$ cat src/rtl/pipeline_hazard_ctrl_if.sv
`default_nettype none
// ============================================================================
// Module      : pipeline_hazard_ctrl_if
// Description : Groups the hazard controller's pipeline-facing signals.
//               Hazard inputs come from IF/ID, ID/EX and MEM. Control outputs
//               go back to the fetch, decode and back-end stages.
//   master : hazard controller side (samples hazards, drives controls)
//   slave  : pipeline side (drives hazards, samples controls)
// Revision    : 1.0 - initial release
// ============================================================================
interface pipeline_hazard_ctrl_if #(
  parameter int XLEN = 64
);
  // Hazard sources
  logic            id_valid;
  logic [4:0]      id_rs1;
  logic [4:0]      id_rs2;
  logic            id_uses_rs1;
  logic            id_uses_rs2;
  logic [4:0]      ex_rd;
  logic            ex_mem_read;
  logic            ex_reg_write;
  logic            ex_redirect;
  logic [XLEN-1:0] ex_target;
  logic            mem_req;
  logic            mem_ready;

  // Pipeline controls and status
  logic            stall_if;
  logic            flush_if;
  logic            stall_id;
  logic            flush_id;
  logic            freeze_back;
  logic            pc_redirect;
  logic [XLEN-1:0] pc_target;
  logic [1:0]      state;
  logic [31:0]     stall_count;

  modport master (
    input  id_valid, id_rs1, id_rs2, id_uses_rs1, id_uses_rs2,
    input  ex_rd, ex_mem_read, ex_reg_write, ex_redirect, ex_target,
    input  mem_req, mem_ready,
    output stall_if, flush_if, stall_id, flush_id, freeze_back,
    output pc_redirect, pc_target, state, stall_count
  );

  modport slave (
    output id_valid, id_rs1, id_rs2, id_uses_rs1, id_uses_rs2,
    output ex_rd, ex_mem_read, ex_reg_write, ex_redirect, ex_target,
    output mem_req, mem_ready,
    input  stall_if, flush_if, stall_id, flush_id, freeze_back,
    input  pc_redirect, pc_target, state, stall_count
  );
endinterface
`default_nettype wire

$ cat src/rtl/pipeline_hazard_ctrl.sv
`default_nettype none
// ============================================================================
// Module      : pipeline_hazard_ctrl
// Description : Decode-stage hazard controller. Each cycle it decides whether
//               fetch / IF/ID advance, hold or are squashed, and whether
//               ID/EX advances, holds or takes a NOP bubble. It covers
//               load-use hazards, EX-resolved redirects and data-memory wait
//               states, and keeps a saturating stall-cycle counter.
//   clk    : clock
//   resetn : asynchronous active-low reset
//   hz     : hazard inputs / control outputs (see pipeline_hazard_ctrl_if)
// Revision    : 1.0 - initial release
// ============================================================================
module pipeline_hazard_ctrl #(
  parameter int XLEN = 64
) (
  input  wire logic               clk,
  input  wire logic               resetn,
  pipeline_hazard_ctrl_if.master  hz
);

  typedef enum logic [1:0] {
    ST_RUN        = 2'd0,
    ST_LOAD_STALL = 2'd1,
    ST_MEM_WAIT   = 2'd2,
    ST_REDIRECT   = 2'd3
  } state_e;

  localparam logic [31:0] CNT_MAX = 32'hFFFF_FFFF;

  state_e      state_q;
  state_e      state_d;
  logic        redir_pend_q;
  logic        redir_pend_d;
  logic [31:0] stall_count_q;
  logic [31:0] stall_count_d;

  logic        freeze;
  logic        load_use;
  logic        redir_tail;

  logic        stall_if_c;
  logic        flush_if_c;
  logic        stall_id_c;
  logic        flush_id_c;
  logic        freeze_back_c;
  logic        pc_redirect_c;
  logic [XLEN-1:0] pc_target_c;

  // Hazard detection
  assign freeze   = hz.mem_req & ~hz.mem_ready;

  // x0 never carries a real dependency, so rd == 0 cannot cause a hazard.
  // This also lets the NOP bubble clear the hazard on its own.
  assign load_use = hz.id_valid & hz.ex_mem_read & hz.ex_reg_write &
                    (hz.ex_rd != 5'd0) &
                    ((hz.id_uses_rs1 & (hz.id_rs1 == hz.ex_rd)) |
                     (hz.id_uses_rs2 & (hz.id_rs2 == hz.ex_rd)));

  // A redirect leaves one wrong-path fetch in flight. If a freeze hits while
  // that squash is due, redir_pend keeps it owed until the freeze exits.
  assign redir_tail = (state_q == ST_REDIRECT) |
                      ((state_q == ST_MEM_WAIT) & redir_pend_q);

  // Next-state and control decision, highest priority first
  always_comb begin
    state_d       = ST_RUN;
    redir_pend_d  = 1'b0;
    stall_if_c    = 1'b0;
    flush_if_c    = 1'b0;
    stall_id_c    = 1'b0;
    flush_id_c    = 1'b0;
    freeze_back_c = 1'b0;
    pc_redirect_c = 1'b0;

    if (freeze) begin
      // EX is held, so any redirect now is presented again after the freeze.
      stall_if_c    = 1'b1;
      stall_id_c    = 1'b1;
      freeze_back_c = 1'b1;
      state_d       = ST_MEM_WAIT;
      redir_pend_d  = redir_pend_q | (state_q == ST_REDIRECT);
    end else if (hz.ex_redirect) begin
      pc_redirect_c = 1'b1;
      flush_if_c    = 1'b1;
      flush_id_c    = 1'b1;
      state_d       = ST_REDIRECT;
    end else if (redir_tail) begin
      // The IF/ID content is wrong-path, so load-use is irrelevant here.
      flush_if_c    = 1'b1;
      state_d       = ST_RUN;
    end else if (load_use) begin
      stall_if_c    = 1'b1;
      flush_id_c    = 1'b1;
      state_d       = ST_LOAD_STALL;
    end else begin
      state_d       = ST_RUN;
    end
  end

  always_comb begin
    pc_target_c = '0;
    if (pc_redirect_c) begin
      pc_target_c = hz.ex_target;
    end
  end

  // Counts cycles in which fetch is held; saturates instead of wrapping.
  always_comb begin
    stall_count_d = stall_count_q;
    if (stall_if_c && (stall_count_q != CNT_MAX)) begin
      stall_count_d = stall_count_q + 32'd1;
    end
  end

  always_ff @(posedge clk or negedge resetn) begin
    if (!resetn) begin
      state_q       <= ST_RUN;
      redir_pend_q  <= 1'b0;
      stall_count_q <= 32'd0;
    end else begin
      state_q       <= state_d;
      redir_pend_q  <= redir_pend_d;
      stall_count_q <= stall_count_d;
    end
  end

  // Controls are Mealy outputs. They are gated by resetn so that nothing
  // is asserted while the pipeline is held in reset.
  assign hz.stall_if    = resetn & stall_if_c;
  assign hz.flush_if    = resetn & flush_if_c;
  assign hz.stall_id    = resetn & stall_id_c;
  assign hz.flush_id    = resetn & flush_id_c;
  assign hz.freeze_back = resetn & freeze_back_c;
  assign hz.pc_redirect = resetn & pc_redirect_c;
  assign hz.pc_target   = resetn ? pc_target_c : '0;
  assign hz.state       = state_q;
  assign hz.stall_count = stall_count_q;

endmodule
`default_nettype wire

$ cat src/flat_wrapper.sv
// flat-port wrapper written by rule: the top's interface ports become plain ports
module pipeline_hazard_ctrl_flat 
#(
  parameter int XLEN = 64
)
  (clk, resetn, hz_id_valid, hz_id_rs1, hz_id_rs2, hz_id_uses_rs1, hz_id_uses_rs2, hz_ex_rd, hz_ex_mem_read, hz_ex_reg_write, hz_ex_redirect, hz_ex_target, hz_mem_req, hz_mem_ready, hz_stall_if, hz_flush_if, hz_stall_id, hz_flush_id, hz_freeze_back, hz_pc_redirect, hz_pc_target, hz_state, hz_stall_count);
  pipeline_hazard_ctrl_if #(.XLEN(XLEN)) hz_i ();
  input  wire logic clk;
  input  wire logic resetn;
  input wire logic [$bits(hz_i.id_valid)-1:0] hz_id_valid;
  input wire logic [$bits(hz_i.id_rs1)-1:0] hz_id_rs1;
  input wire logic [$bits(hz_i.id_rs2)-1:0] hz_id_rs2;
  input wire logic [$bits(hz_i.id_uses_rs1)-1:0] hz_id_uses_rs1;
  input wire logic [$bits(hz_i.id_uses_rs2)-1:0] hz_id_uses_rs2;
  input wire logic [$bits(hz_i.ex_rd)-1:0] hz_ex_rd;
  input wire logic [$bits(hz_i.ex_mem_read)-1:0] hz_ex_mem_read;
  input wire logic [$bits(hz_i.ex_reg_write)-1:0] hz_ex_reg_write;
  input wire logic [$bits(hz_i.ex_redirect)-1:0] hz_ex_redirect;
  input wire logic [$bits(hz_i.ex_target)-1:0] hz_ex_target;
  input wire logic [$bits(hz_i.mem_req)-1:0] hz_mem_req;
  input wire logic [$bits(hz_i.mem_ready)-1:0] hz_mem_ready;
  output wire logic [$bits(hz_i.stall_if)-1:0] hz_stall_if;
  output wire logic [$bits(hz_i.flush_if)-1:0] hz_flush_if;
  output wire logic [$bits(hz_i.stall_id)-1:0] hz_stall_id;
  output wire logic [$bits(hz_i.flush_id)-1:0] hz_flush_id;
  output wire logic [$bits(hz_i.freeze_back)-1:0] hz_freeze_back;
  output wire logic [$bits(hz_i.pc_redirect)-1:0] hz_pc_redirect;
  output wire logic [$bits(hz_i.pc_target)-1:0] hz_pc_target;
  output wire logic [$bits(hz_i.state)-1:0] hz_state;
  output wire logic [$bits(hz_i.stall_count)-1:0] hz_stall_count;
  assign hz_i.id_valid = hz_id_valid;
  assign hz_i.id_rs1 = hz_id_rs1;
  assign hz_i.id_rs2 = hz_id_rs2;
  assign hz_i.id_uses_rs1 = hz_id_uses_rs1;
  assign hz_i.id_uses_rs2 = hz_id_uses_rs2;
  assign hz_i.ex_rd = hz_ex_rd;
  assign hz_i.ex_mem_read = hz_ex_mem_read;
  assign hz_i.ex_reg_write = hz_ex_reg_write;
  assign hz_i.ex_redirect = hz_ex_redirect;
  assign hz_i.ex_target = hz_ex_target;
  assign hz_i.mem_req = hz_mem_req;
  assign hz_i.mem_ready = hz_mem_ready;
  assign hz_stall_if = hz_i.stall_if;
  assign hz_flush_if = hz_i.flush_if;
  assign hz_stall_id = hz_i.stall_id;
  assign hz_flush_id = hz_i.flush_id;
  assign hz_freeze_back = hz_i.freeze_back;
  assign hz_pc_redirect = hz_i.pc_redirect;
  assign hz_pc_target = hz_i.pc_target;
  assign hz_state = hz_i.state;
  assign hz_stall_count = hz_i.stall_count;
  pipeline_hazard_ctrl #(.XLEN(XLEN)) u_core (.clk(clk), .resetn(resetn), .hz(hz_i));
endmodule
$ cat config.mk
export PLATFORM = sky130hd
export DESIGN_NAME = pipeline_hazard_ctrl_flat
export DESIGN_NICKNAME = d
export VERILOG_FILES = /design/src/rtl/pipeline_hazard_ctrl_if.sv /design/src/rtl/pipeline_hazard_ctrl.sv /design/src/flat_wrapper.sv
export SDC_FILE = /design/constraint.sdc
export NUM_CORES = 1
export LEC_CHECK = 0
export CAP_MARGIN = 40
export CELL_PAD_IN_SITES_DETAIL_PLACEMENT = 2
export CELL_PAD_IN_SITES_GLOBAL_PLACEMENT = 2
export CORE_ASPECT_RATIO = 0.8
export CORE_MARGIN = 1
export CORE_UTILIZATION = 15
export CTS_BUF_LIST = sky130_fd_sc_hd__clkbuf_4 sky130_fd_sc_hd__clkbuf_8
export DETAILED_ROUTE_END_ITERATION = 10
export MAX_ROUTING_LAYER = met4
export PLACE_DENSITY_LB_ADDON = 0.1
export SLEW_MARGIN = 20
export SYNTH_ARGS = -nofsm -noshare
export SYNTH_HDL_FRONTEND = slang
export SYNTH_SLANG_ARGS = --single-unit
$ cat constraint.sdc
create_clock -name clk -period 1.7 [get_ports clk]
set_input_delay 0.34 -clock clk [delete_from_list [all_inputs] [get_ports clk]]
set_output_delay 0.34 -clock clk [all_outputs]
set_load 0.02 [all_outputs]
==> results.toml <==
[logic_synthesis]
synthTopCellsByArea = "dfrtp_1 (38%), and2_1 (18%), xnor2_1 (14%)"
syn_area_sq_um = 2310
syn_nets = 336
synth_edf_count = 0
yosysTopAreaCellShare_pct = 37.8
avgSynthCellArea_sq_um = 9.41
ys_warn_count = 0
synth_seq_cells = 35
yosysSeqAreaShare_pct = 37.8
async_flop_share_pct = 100
synthCells = 246
synth_ff_type = "dfrtp_1"
yosysTopAreaCell = "dfrtp_1"
synth_cell_types = 37

[sta]
slew_headroom_pct = 69.1
final_hold_viol_count = 0
finClkSkew_ns = 0.00834
worstMarginPinSlew_ns = 0.462
slew_violations = 0
worst_slack_ns = -0.227
setup_viol = 35
period_share_pct = 113
fmaxAchievable_mhz = 519
period_needed_ns = 1.93
rsz0062_at_grt = "yes"

[route]
dr_total_vias = 2954
drt_iter0_drc = 86
wirelength_mm = 13.5
via_per_inst = 4.01
wire_per_inst_um = 18.3
ant_nets = 0
drtPass1Iterations = 4
remaining_drc_errors = 0

[global_route]
grtUsageMet2_pct = 30.3
track_usage_pct = 17.3
grt_use_met3_pct = 3.30
grt_max_degree = 25
top_usage_layer = "met2"
met1_usage_pct = 19.6
grt_pass1_wl_mm = 19.8
antenna_found_initial = 0
grt_pass1_vias = 3379
grt_overflow = 0

[power_and_ir_drop]
power_density_nw_per_um2 = 527
ir_worst_vdd_uv = 263
power_frac_comb_pct = 43.2
p_clk_share_pct = 26.0
switching_power_mw = 0.996
internal-power_mw = 2.07
p_total_mw = 3.07
switching_share_pct = 32.4
power.leakage_nw = 2.81
power_frac_seq_pct = 30.9

[die]
row_count = 40
io-pin-count = 193
fp.dieH_um = 113
dieArea_sq_um = 15900
die-width_um = 141
start_util_pct = 15.4
core_area_sq_um = 15100

[placement]
post-place-ws_ns = -1.02
dp_cells = 697
io_buffer_count = 192
place.detailed.hpwl_mm = 9.94
place.gp.congestion = 0.750
postPlaceCellArea_sq_um = 4970

[min_path]
hold_class = "input port to async pin"

[status]
status = "complete, but fails checks"
violations = "setup timing"

[setup_path]
cp-end-kind = "flip-flop"
worstPathMaxFanout = 9
reg2reg_from = "u_core.hz.stall_count[11]"
required_ns = 1.89
cp.arrival_ns = 2.12
r2r_slack_ns = -0.23
startpoint = "u_core.hz.stall_count[11]"
ff2ff_path_depth = 8
endpoint = "u_core.hz.stall_count[1]"
reg2reg_to = "u_core.hz.stall_count[1]"
crit_type = "flip-flop to flip-flop"
startpoint_type = "flip-flop"

[layout]
design_area_sq_um = 5820
nNetsFinal = 615
drive_gt1_share_pct = 57.4
final_cells = 736
area_growth_pct = 152
antennaDiodeCount = 0

[clocking]
cts_tree = "yes"
htree_levels = 2
clk_latency_ns = 0.30
path_clk_slew_ns = 0.09
clock_sinks = 35
cts_buffers = 5
ctsRootBufferMaster = "clkbuf_8"
clockBufferDepth = 2

[job]
max_cap_violations = 0
## metal layers
| metal | vias up | share of wire, % |
|---|---|---|
| met4 | 0 | 2.5 |
| met5 | - | 0 |
| li1 | 1392 | - |
| met2 | 87 | 53 |
| met3 | 21 | 4.1 |
| met1 | 1454 | 40 |
## timing repair
action                                  CTS  global route
hold buffers                              0             0
pin swaps                                70            33
gates cloned                              7             1
resized for setup                       572            31
endpoints found under the setup margin  135            91
buffers inserted                         18             8
## synthesized netlist by cell type, types with 2 or more instances
cell      count
clkbuf_1      7
and4_4        2
inv_1         2
xnor2_1      38
nand3_2       6
dfrtp_1      35
and3_1        9
buf_2         2
xor2_1        2
nand2_1      10
nand4_1      16
and2_1       65
nand3_1      16
buf_6         2
nor2_1        9
nor3_1        2
a21oi_1       3
## through the flow
stage               hold slack, ns  setup TNS, ns  utilization, %
floorplan                   0.0444          -1.96               -
global placement             0.393         -83.41            33.0
detailed placement           0.386         -85.07            33.0
CTS                         0.0785          -2.92            37.3
global route                0.0797          -8.26            38.7
finish                      0.0841          -4.16            38.7
## cells in the final DEF, fill, tap and decap left out, drive strengths merged, types with 2 or more instances in the layout
cell type	instances
nand2	10
xor2	2
and3	10
and2	65
xnor2	38
clkinv	2
clkbuf	6
buf	177
nor3	3
dlygate4sd2	40
nand4	16
nand3	22
inv	2
nor2	9
dfrtp	35
clkdlybuf4s15	2
clkdlybuf4s50	64
and4	3
a21oi	3
## cell type report
cell class,count,area (sq um)
timing repair buffer,285,2780
multi-input combinational,196,1770
clock buffer,5,68.8
sequential,35,892
inverter,2,7.51
tap,210,263
clock inverter,3,43.8
fill,1621,9240
## power groups by stage
| stage | combinational, mW | sequential [mW] | clock, mW |
|---|---|---|---|
| after global routing | 1.41 | 0.959 | 0.861 |
| after floorplan | 0.320 | 1.09 | 0 |
| after CTS | 1.30 | 0.947 | 0.833 |
| after detailed placement | 1.18 | 0.963 | 0 |
| final | 1.32 | 0.947 | 0.797 |
| after global placement | 1.16 | 0.959 | 0 |
## state kept, by name, indices dropped and copies added, names as in the netlist
register,cells
u_core.redir_pend_q,1
u_core.hz.state,2
u_core.hz.stall_count,32
## cell families after synthesis
kind of cell,Yosys count,share of synthesized area [%]
buffers and inverters,15,3.35
DFF,35,37.8
and+or+nand+nor,145,39.2
xor gates and xnor gates,40,15.1
AOI/OAI and AO/OA,9,3.41
adders and majority gates,1,0.540
muxes,1,0.486
## critical path, stage by stage (launching register included)
cell,delay (ns)
dfrtp_2,0.37
nand4_1,0.17
buf_4,0.20
nor3_4,0.18
nand3_2,0.11
o21ba_4,0.24
buf_4,0.14
buf_8,0.14
mux2_2,0.26
## worst min-delay path by stage
stage / endpoint / slack, ns / depth (start not counted)
finish: u_core.hz.stall_count[19] / 0.08 / 2
global route: u_core.hz.stall_count[19] / 0.08 / 2
CTS: u_core.hz.stall_count[19] / 0.08 / 2
detailed placement: u_core.hz.stall_count[19] / 0.39 / 2
global placement: u_core.hz.stall_count[29] / 0.39 / 2
floorplan: u_core.hz.stall_count[0] / 0.04 / 0
Power figures use the tool's default switching activity.
